--- config.mk ---
export PLATFORM = sky130hd
export DESIGN_NAME = id_ex_stage
export DESIGN_NICKNAME = d
export VERILOG_FILES = /design/src/rtl/id_ex_stage.sv
export SDC_FILE = /design/constraint.sdc
export NUM_CORES = 1
export LEC_CHECK = 0
export CELL_PAD_IN_SITES_DETAIL_PLACEMENT = 1
export CELL_PAD_IN_SITES_GLOBAL_PLACEMENT = 1
export CORE_ASPECT_RATIO = 1.25
export CORE_MARGIN = 2
export CORE_UTILIZATION = 29
export DETAILED_ROUTE_END_ITERATION = 7
export GPL_ROUTABILITY_DRIVEN = 0
export GPL_TIMING_DRIVEN = 0
export PLACE_DENSITY = 0.82
export SYNTH_ARGS = -nofsm -noshare
export SYNTH_HDL_FRONTEND = slang
export SYNTH_SLANG_ARGS = --single-unit
export TNS_END_PERCENT = 5
--- constraint.sdc ---
create_clock -name clk -period 4.47 [get_ports clk]
set_input_delay 0.447 -clock clk [delete_from_list [all_inputs] [get_ports clk]]
set_output_delay 0.447 -clock clk [all_outputs]
set_load 0.05 [all_outputs]
--- src/rtl/id_ex_stage.sv ---
// ---------------------------------------------------------------------------
// id_ex_stage
//
// ID/EX pipeline register of a classic five-stage in-order pipeline. It
// captures the decoded instruction leaving ID, resolves the destination
// register, computes operand forwarding selects for the instruction as it
// enters EX, and detects the load-use hazard that forces a one-cycle bubble.
//
// Ports
//   clk, rst           rising-edge clock, asynchronous active-high reset
//   stall              freeze: every register holds its value
//   flush              squash: load a bubble regardless of stall
//   id_valid           ID holds a real instruction
//   id_rs/rt/rd        source and destination specifiers
//   id_rs_data/rt_data register-file read data
//   id_imm             sign-extended immediate
//   id_reg_write, id_mem_read, id_mem_write, id_alu_src, id_reg_dst, id_alu_op
//                      decoded controls
//   mem_reg_write, mem_rd
//                      write enable and destination of the instruction in MEM
//   ex_*               registered EX controls, operands and resolved dest
//   fwd_a_sel/b_sel    registered operand selects:
//                      0 = register file, 1 = EX/MEM result, 2 = MEM/WB result
//   load_use_hazard    combinational; upstream holds PC and IF/ID when high
//
// Valid semantics: ex_valid marks a real instruction in EX. A bubble is an
// all-zero register image (ex_valid = 0, controls, dest, data, selects = 0),
// so downstream stages never need to qualify controls with ex_valid.
//
// Update priority per edge: rst > flush > stall > load-use bubble > capture.
// ---------------------------------------------------------------------------
module id_ex_stage #(
  parameter int DATA_W  = 32,
  parameter int RADDR_W = 5
) (
  input  logic               clk,
  input  logic               rst,
  input  logic               stall,
  input  logic               flush,
  input  logic               id_valid,
  input  logic [RADDR_W-1:0] id_rs,
  input  logic [RADDR_W-1:0] id_rt,
  input  logic [RADDR_W-1:0] id_rd,
  input  logic [DATA_W-1:0]  id_rs_data,
  input  logic [DATA_W-1:0]  id_rt_data,
  input  logic [DATA_W-1:0]  id_imm,
  input  logic               id_reg_write,
  input  logic               id_mem_read,
  input  logic               id_mem_write,
  input  logic               id_alu_src,
  input  logic               id_reg_dst,
  input  logic [3:0]         id_alu_op,
  input  logic               mem_reg_write,
  input  logic [RADDR_W-1:0] mem_rd,
  output logic               ex_valid,
  output logic               ex_reg_write,
  output logic               ex_mem_read,
  output logic               ex_mem_write,
  output logic               ex_alu_src,
  output logic [3:0]         ex_alu_op,
  output logic [RADDR_W-1:0] ex_dest,
  output logic [DATA_W-1:0]  ex_rs_data,
  output logic [DATA_W-1:0]  ex_rt_data,
  output logic [DATA_W-1:0]  ex_imm,
  output logic [1:0]         fwd_a_sel,
  output logic [1:0]         fwd_b_sel,
  output logic               load_use_hazard
);

  localparam logic [1:0] FWD_RF  = 2'd0;
  localparam logic [1:0] FWD_EX  = 2'd1;
  localparam logic [1:0] FWD_MEM = 2'd2;

  // Pipeline registers
  logic               ex_valid_q,     ex_valid_d;
  logic               ex_reg_write_q, ex_reg_write_d;
  logic               ex_mem_read_q,  ex_mem_read_d;
  logic               ex_mem_write_q, ex_mem_write_d;
  logic               ex_alu_src_q,   ex_alu_src_d;
  logic [3:0]         ex_alu_op_q,    ex_alu_op_d;
  logic [RADDR_W-1:0] ex_dest_q,      ex_dest_d;
  logic [DATA_W-1:0]  ex_rs_data_q,   ex_rs_data_d;
  logic [DATA_W-1:0]  ex_rt_data_q,   ex_rt_data_d;
  logic [DATA_W-1:0]  ex_imm_q,       ex_imm_d;
  logic [1:0]         fwd_a_sel_q,    fwd_a_sel_d;
  logic [1:0]         fwd_b_sel_q,    fwd_b_sel_d;

  // Producer qualifiers. Register 0 is hard-wired, so a write to it never
  // produces a value worth forwarding.
  logic ex_produces;
  logic mem_produces;
  logic hazard;

  // Forwarding selects for the instruction being captured. The instruction
  // currently in EX will be in MEM next cycle, so a match against it selects
  // the EX/MEM result; the instruction in MEM now selects MEM/WB. The EX
  // match is tested first because it is the younger, more recent producer.
  logic [1:0] fwd_a_next;
  logic [1:0] fwd_b_next;

  always_comb begin
    ex_produces  = ex_valid_q && ex_reg_write_q && (ex_dest_q != '0);
    mem_produces = mem_reg_write && (mem_rd != '0);

    fwd_a_next = FWD_RF;
    if (ex_produces && (ex_dest_q == id_rs)) begin
      fwd_a_next = FWD_EX;
    end else if (mem_produces && (mem_rd == id_rs)) begin
      fwd_a_next = FWD_MEM;
    end

    fwd_b_next = FWD_RF;
    if (ex_produces && (ex_dest_q == id_rt)) begin
      fwd_b_next = FWD_EX;
    end else if (mem_produces && (mem_rd == id_rt)) begin
      fwd_b_next = FWD_MEM;
    end
  end

  // A load in EX cannot forward its data until it reaches MEM/WB, so a
  // dependent instruction in ID must wait one cycle. Gated by stall and
  // flush: while frozen or squashed no bubble insertion is requested.
  always_comb begin
    hazard = 1'b0;
    if (!stall && !flush && id_valid && ex_valid_q && ex_mem_read_q &&
        (ex_dest_q != '0) && ((ex_dest_q == id_rs) || (ex_dest_q == id_rt))) begin
      hazard = 1'b1;
    end
  end

  assign load_use_hazard = hazard;

  // Next-state selection
  always_comb begin
    // Default: hold (covers stall)
    ex_valid_d     = ex_valid_q;
    ex_reg_write_d = ex_reg_write_q;
    ex_mem_read_d  = ex_mem_read_q;
    ex_mem_write_d = ex_mem_write_q;
    ex_alu_src_d   = ex_alu_src_q;
    ex_alu_op_d    = ex_alu_op_q;
    ex_dest_d      = ex_dest_q;
    ex_rs_data_d   = ex_rs_data_q;
    ex_rt_data_d   = ex_rt_data_q;
    ex_imm_d       = ex_imm_q;
    fwd_a_sel_d    = fwd_a_sel_q;
    fwd_b_sel_d    = fwd_b_sel_q;

    if (flush || (!stall && hazard)) begin
      // Bubble: all-zero image
      ex_valid_d     = 1'b0;
      ex_reg_write_d = 1'b0;
      ex_mem_read_d  = 1'b0;
      ex_mem_write_d = 1'b0;
      ex_alu_src_d   = 1'b0;
      ex_alu_op_d    = 4'd0;
      ex_dest_d      = '0;
      ex_rs_data_d   = '0;
      ex_rt_data_d   = '0;
      ex_imm_d       = '0;
      fwd_a_sel_d    = FWD_RF;
      fwd_b_sel_d    = FWD_RF;
    end else if (!stall) begin
      // Normal capture
      ex_valid_d     = id_valid;
      ex_reg_write_d = id_reg_write;
      ex_mem_read_d  = id_mem_read;
      ex_mem_write_d = id_mem_write;
      ex_alu_src_d   = id_alu_src;
      ex_alu_op_d    = id_alu_op;
      ex_dest_d      = id_reg_dst ? id_rd : id_rt;
      ex_rs_data_d   = id_rs_data;
      ex_rt_data_d   = id_rt_data;
      ex_imm_d       = id_imm;
      fwd_a_sel_d    = fwd_a_next;
      fwd_b_sel_d    = fwd_b_next;
    end
  end

  always_ff @(posedge clk or posedge rst) begin
    if (rst) begin
      ex_valid_q     <= 1'b0;
      ex_reg_write_q <= 1'b0;
      ex_mem_read_q  <= 1'b0;
      ex_mem_write_q <= 1'b0;
      ex_alu_src_q   <= 1'b0;
      ex_alu_op_q    <= 4'd0;
      ex_dest_q      <= '0;
      ex_rs_data_q   <= '0;
      ex_rt_data_q   <= '0;
      ex_imm_q       <= '0;
      fwd_a_sel_q    <= FWD_RF;
      fwd_b_sel_q    <= FWD_RF;
    end else begin
      ex_valid_q     <= ex_valid_d;
      ex_reg_write_q <= ex_reg_write_d;
      ex_mem_read_q  <= ex_mem_read_d;
      ex_mem_write_q <= ex_mem_write_d;
      ex_alu_src_q   <= ex_alu_src_d;
      ex_alu_op_q    <= ex_alu_op_d;
      ex_dest_q      <= ex_dest_d;
      ex_rs_data_q   <= ex_rs_data_d;
      ex_rt_data_q   <= ex_rt_data_d;
      ex_imm_q       <= ex_imm_d;
      fwd_a_sel_q    <= fwd_a_sel_d;
      fwd_b_sel_q    <= fwd_b_sel_d;
    end
  end

  assign ex_valid     = ex_valid_q;
  assign ex_reg_write = ex_reg_write_q;
  assign ex_mem_read  = ex_mem_read_q;
  assign ex_mem_write = ex_mem_write_q;
  assign ex_alu_src   = ex_alu_src_q;
  assign ex_alu_op    = ex_alu_op_q;
  assign ex_dest      = ex_dest_q;
  assign ex_rs_data   = ex_rs_data_q;
  assign ex_rt_data   = ex_rt_data_q;
  assign ex_imm       = ex_imm_q;
  assign fwd_a_sel    = fwd_a_sel_q;
  assign fwd_b_sel    = fwd_b_sel_q;

endmodule

==> reports/metrics.csv, run 1 <==
stage,metric,value,unit
clock_network,cts_buffers,17,
detailed_routing,drc,0,
critical_path,r2r_end,ex_imm[25],
yosys,syn_area_per_cell,10.8,um^2
yosys,synth_compound_area_share,19.6,%
clock_network,path_clk_slew,0.05,ns
placed_design,post_dp_cell_area,0.00755,mm^2
hold_path,min_to,ex_rs_data[30],
floorplan,die_x,119,um
yosys,syn_area,0.00481,mm^2
floorplan,core,0.0162,mm^2
yosys,yosysWarningCount,0,
layout,area_delta_synth_final,69.6,%
grt,antenna_found_initial,0,
grt,grt_pass1_vias,5271,
yosys,synth_mux_area_share,1.04,%
floorplan,die_h,148,um
sta,slew_viol_final,0,
sta,clock_skew,0.00923,ns
detailed_routing,dr.pass1.iters,5,
detailed_routing,num_vias,4686,
sta,post-route-period-util,81.7,%
layout,layout.nets,842,
hold_path,min_path_type,reg2reg,
sta,max_freq,0.274,GHz
yosys,synth_top_family_by_area,compound AO/OA/AOI/OAI gates,
clock_network,worstSkewPairLatency,0.41,ns
yosys,synth-simple-area-share,11.9,%
placed_design,io_buffers,244,
grt,grt_first_pass_wirelength,29400,um
clock_network,hold_buffers,0,
sta,hold_viol,0,
yosys,yosys.area_share.adder,0,%
floorplan,ios,246,
yosys,synth.distinct_cells,30,
yosys,syn-num-nets,578,
grt,grt_usage,21.5,%
sta,fin_crit,3.65,ns
clock_network,cts_resized,0,
hold_path,hold_start,ex_rs_data[30],
layout,postLayoutCellArea,0.00815,mm^2
critical_path,start_kind,input pin,
clock_network,cts_post_setup_buffers_inserted,0,
grt,grt.overflow.total,0,
floorplan,initial_utilization,29.7,%
pwr,power.leakage,3.31,nW
flow_run,drv_cap,0,
critical_path,worstPathArrival,3.20,ns
detailed_routing,wl_per_cell,19.9,um
critical_path,worst-setup-path-type,in2out,
clock_network,cts_tree,yes,
sta,rsz0062_at_grt,no,
hold_path,hold_depth,1,
critical_path,r2r_start,ex_dest[0],
detailed_routing,drt_iter0_drc,192,
critical_path,required,4.02,ns
clock_network,cts.sinks,114,
run_status,run_status,"finished, final reports clean",
critical_path,crit_path_end_kind,output port,
layout,diodes,0,
critical_path,ff2ff_setup_slack,2.12,ns
yosys,synth-xor-area-share,3.64,%
placed_design,hpwl,14200,um
clock_network,clk_path_buf_depth,2,
yosys,seq_area_frac_synth,59.4,%
detailed_routing,antenna_left,0,
critical_path,reg2reg_depth,7,
grt,grt_max_degree,64,
clock_network,clock-root-buffer,clkbuf_16,
yosys,ys_ff_latch,114,
sta,setup_tns,0,ns
sta,worst_slew_pin_slew,0.780,ns
sta,slew_headroom,48.0,%
layout,mostFrequentLayoutCell,clkdlybuf4s50_1,
yosys,syn_inst,447,
detailed_routing,routed_wl,18700,um
layout,mostFrequentLayoutCells,"clkdlybuf4s50_1 (244), nand2_1 (127), dfrtp_1 (114), o22ai_1 (60), a32o_1 (47)",
layout,drive_gt1_share,6.63,%
floorplan,die_area,0.0176,mm^2
clock_network,h-tree-depth,4,
detailed_routing,via_per_inst,4.99,
pwr,peakVddDrop,0.000173,V
pwr,powerDensity,385,mW/mm^2
floorplan,row_count,52,
sta,setup-violations-final,0,
critical_path,cp_max_fo,10,
## sequential cells by signal, indices dropped and copies added (netlist names)
name and flops:
ex_imm 32, ex_rs_data 32, ex_rt_data 32, ex_dest 5
ex_alu_op 4, fwd_a_sel 2, fwd_b_sel 2, ex_alu_src 1
ex_mem_read 1, ex_mem_write 1, ex_reg_write 1, ex_valid 1
## per-stage QoR
stage                     std cells  power, W  utilization [%]  setup WS [ns]  hold slack [ns]
final                           940   0.00313             50.3          0.818            0.489
after global routing            940   0.00325             50.3          0.608            0.505
after CTS                       940   0.00317             50.3          0.751            0.493
after detailed placement        908   0.00177             46.6          0.767            0.481
after global placement          907   0.00175             46.4         -0.582            0.463
after floorplan                 447   0.00147                -           1.01            0.581
## worst max-delay path by stage
stage | slack, ns | cells past startpoint | end | start
5_1_grt | 0.61 | 7 | load_use_hazard | flush
6_report | 0.82 | 7 | load_use_hazard | stall
3_5_place_dp | 0.77 | 7 | load_use_hazard | stall
4_1_cts | 0.75 | 7 | load_use_hazard | stall
2_1_floorplan | 1.01 | 1 | ex_alu_op[0] | rst
3_3_place_gp | -0.58 | 2 | ex_alu_op[0] | rst
## cell usage after synthesis
cell type / instances / area share, %
nand2_1: 127 / 9.9
dfrtp_1: 114 / 59
o22ai_1: 60 / 7.8
a32o_1: 47 / 9.8
clkbuf_1: 31 / 2.4
xnor2_1: 10 / 1.8
xor2_1: 10 / 1.8
buf_2: 6 / 0.62
mux2i_1: 5 / 1.0
o32ai_1: 5 / 0.91
buf_6: 4 / 0.94
nand3_1: 4 / 0.42
buf_1: 2 / 0.16
nor2_1: 2 / 0.16
nor3_1: 2 / 0.21
o211ai_1: 2 / 0.31
o21ai_0: 2 / 0.21
or4_1: 2 / 0.31
a211o_1: 1 / 0.18
buf_4: 1 / 0.16
inv_1: 1 / 0.078
inv_2: 1 / 0.078
nor2b_1: 1 / 0.13
nor4_1: 1 / 0.13
nor4b_1: 1 / 0.18
o311a_1: 1 / 0.21
o41ai_1: 1 / 0.18
or2_2: 1 / 0.13
or3_1: 1 / 0.13
or3b_2: 1 / 0.18
## power by group
part	switching (W)	internal [W]
sequential	0.0000392	0.00109
combinational	0.000369	0.000254
clock	0.000497	0.000886
## critical path, stage by stage
cell	delay [ns]
clkdlybuf4s50_1	0.49
nor2_1	0.58
nand3_1	0.14
a211o_1	0.31
inv_2	0.13
buf_2	0.25
clkdlybuf4s50_1	0.84
## layout make-up
type | instances | area [um^2]
Fill cell | 1778 | 8050
Sequential cell | 114 | 2850
Timing Repair Buffer | 245 | 2470
Multi-Input combinational cell | 287 | 1740
Clock buffer | 18 | 439
Tap cell | 216 | 270
Buffer | 44 | 206
Clock inverter | 14 | 164
Inverter | 2 | 10.0
## layer usage
layer  GRT usage (%)  vias to the layer above  part of all wire, %
met5               0                        -                    0
met4            6.85                        0                  1.8
met3            7.02                       21                  7.2
met2            38.7                      194                   52
li1                -                     2166                    -
met1            24.1                     2305                   39
## cells by family after synthesis
family,Yosys count
flops,114
compound gates,119
simple gates,143
buf+inv,46
xor+xnor,20
mux,5
Note: power is estimated with default switching activity, not from simulation.
==> inputs of run 2 (changes only) <==
Settings changed: CORE_UTILIZATION 29 to 26, PLACE_DENSITY 0.82 to 0.77.
Clock period 4.47 ns to 3.3 ns, I/O delays scaled along.
==> reports/metrics.csv, run 2 (synthesis results as in run 1) <==
stage,metric,value,unit
run_status,run_status,"finished, final reports clean",
critical_path,cpPeakStageDelay,0.53,ns
grt,grt.overflow.total,0,
critical_path,worstPathArrival,2.67,ns
grt,grt_pass1_vias,5291,
clock_network,cts_post_setup_buffers_inserted,0,
clock_network,worstSkewPairLatency,0.40,ns
sta,worst_slew_pin_slew,0.760,ns
critical_path,worst-path-buf-inv,3,
layout,mostFrequentLayoutCell,clkdlybuf4s50_1,
floorplan,die_area,0.0196,mm^2
critical_path,r2r_end,ex_imm[15],
pwr,power.total,0.00421,W
detailed_routing,drt_iter0_drc,146,
pwr,clockPowerShare,43.6,%
clock_network,cts_buffers,17,
floorplan,core,0.0181,mm^2
placed_design,dp_cells,921,
grt,grt_usage,19.2,%
layout,layout.nets,843,
critical_path,slowest_stage,or4_1,
sta,max_freq,0.334,GHz
layout,register_area,0.00285,mm^2
critical_path,required,2.97,ns
pwr,power.leakage,3.33,nW
detailed_routing,drc,0,
detailed_routing,via_per_inst,4.98,
sta,fin_crit,3.00,ns
layout,drive_gt1_share,6.91,%
sta,clock_skew,0.00481,ns
pwr,powerDensity,515,mW/mm^2
layout,multi_input_area,0.00174,mm^2
critical_path,crit_start,ex_dest[2],
sta,slew_viol_final,0,
grt,antenna_found_initial,1,
clock_network,h-tree-depth,4,
detailed_routing,routed_wl,18800,um
pwr,pwr-share-comb,20.0,%
pwr,intPower,0.00302,W
clock_network,hold_buffers,0,
layout,mostFrequentLayoutCells,"clkdlybuf4s50_1 (243), nand2_1 (127), dfrtp_1 (114), o22ai_1 (60), a32o_1 (47)",
clock_network,path_clk_slew,0.05,ns
floorplan,die_h,156,um
sta,setup-violations-final,0,
sta,rsz0062_at_grt,no,
clock_network,cts.sinks,114,
critical_path,ff2ff_setup_slack,0.93,ns
floorplan,ios,246,
placed_design,place_ws,-0.197,ns
sta,slew_headroom,49.3,%
layout,n_fill_cell,1989,
critical_path,cpLargestDelayFamily,buffers and inverters,
layout,finalNonFillerCells,953,
critical_path,r2r_start,ex_dest[2],
critical_path,worst-setup-path-type,reg2out,
clock_network,clk_path_buf_depth,2,
clock_network,cts_tree,yes,
pwr,p_sw,0.00118,W
layout,postLayoutCellArea,0.00818,mm^2
critical_path,path_cells,xor2_1 > or4_1 > a211o_1 > inv_2 > buf_2 > clkbuf_2,
pwr,power_frac_seq,36.4,%
grt,grt_max_degree,44,
pwr,p_sw_share,28.1,%
detailed_routing,dr.pass1.iters,4,
sta,layout_setup_ws,0.302,ns
layout,utilization,45.2,%
floorplan,initial_utilization,26.6,%
detailed_routing,wl_per_cell,19.7,um
pwr,peakVddDrop,0.000276,V
hold_path,min_path_type,in2async,
flow_run,drv_cap,0,
clock_network,clock-root-buffer,clkbuf_16,
grt,grt_first_pass_wirelength,29400,um
floorplan,row_count,55,
detailed_routing,num_vias,4745,
sta,post-route-period-util,90.8,%
layout,area_delta_synth_final,70.1,%
placed_design,io_buffers,244,
critical_path,reg2reg_depth,7,
placed_design,hpwl,14500,um
critical_path,crit_path_end_kind,output port,
critical_path,cp_max_fo,10,
sta,hold_viol,0,
critical_path,start_kind,register,
placed_design,post_dp_cell_area,0.00758,mm^2
detailed_routing,antenna_left,0,
floorplan,die_x,126,um
## run 2: changes by cell type in the layout (fill, tap and decap cells not counted), sizes merged
cell           change
clkdlybuf4s50      -1
bufinv             -1
clkbuf             +5
diode              +1
inv                -1
buf                +1
clkinvlp           -3
## run 2: worst reg2reg max path, delay by kind of cell (launching register included)
family	cells	cell delay [ns]
AO/OA/AOI/OAI	2	0.44
buffers and inverters	3	0.61
AND/OR/NAND/NOR	1	0.53
flip-flops	1	0.45
XOR/XNOR	1	0.20
## run 2: metal layers
metal / up-vias / part of all wire [%] / global-route usage [%]
met5: - / 0 / 0
met4: 0 / 1.4 / 5.40
met3: 20 / 7.3 / 6.58
met2: 189 / 52 / 34.4
met1: 2376 / 40 / 21.6
li1: 2160 / - / -
## run 2: timing repair
action                                  in CTS  in global routing
endpoints found under the setup margin       1                  1
hold endpoints to repair                     0                  0
gates resized for setup                      1                  3
gates cloned                                 0                  0
pin swaps                                    0                  0
## run 2: metrics by stage
| step | TNS [ns] | hold WS, ns |
|---|---|---|
| 6_report | 0 | 0.416 |
| 5_1_grt | 0 | 0.460 |
| 4_1_cts | 0 | 0.412 |
| 3_5_place_dp | -0.197 | 0.475 |
| 3_3_place_gp | -0.185 | 0.466 |
| 2_1_floorplan | 0 | 0.464 |
## run 2: worst max-delay path by stage
stage | end | slack [ns] | depth (start not counted)
after detailed placement | load_use_hazard | -0.20 | 7
after global placement | load_use_hazard | -0.18 | 7
after global routing | load_use_hazard | 0.18 | 6
after floorplan | load_use_hazard | 0.91 | 5
final | load_use_hazard | 0.30 | 6
after CTS | load_use_hazard | 0.02 | 6
## run 2: area by class of cell
| cell class | count | share of cell area, % |
|---|---|---|
| Clock inverter | 9 | 1.27 |
| Timing Repair Buffer | 246 | 30.3 |
| Sequential cell | 114 | 34.9 |
| Clock buffer | 22 | 6.05 |
| Buffer | 44 | 2.53 |
| Multi-Input combinational cell | 287 | 21.3 |
| Inverter | 2 | 0.138 |
| Antenna cell | 1 | 0.0306 |
| Tap cell | 228 | 3.49 |
## run 2: power by group through the flow
stage / Clock (W) / Sequential (W) / Combinational (W)
after floorplan: 0 / 0.00181 / 0.000177
after global placement: 0 / 0.00155 / 0.000824
after detailed placement: 0 / 0.00155 / 0.000849
after CTS: 0.00188 / 0.00153 / 0.000852
after global routing: 0.00194 / 0.00154 / 0.000892
final: 0.00184 / 0.00153 / 0.000842
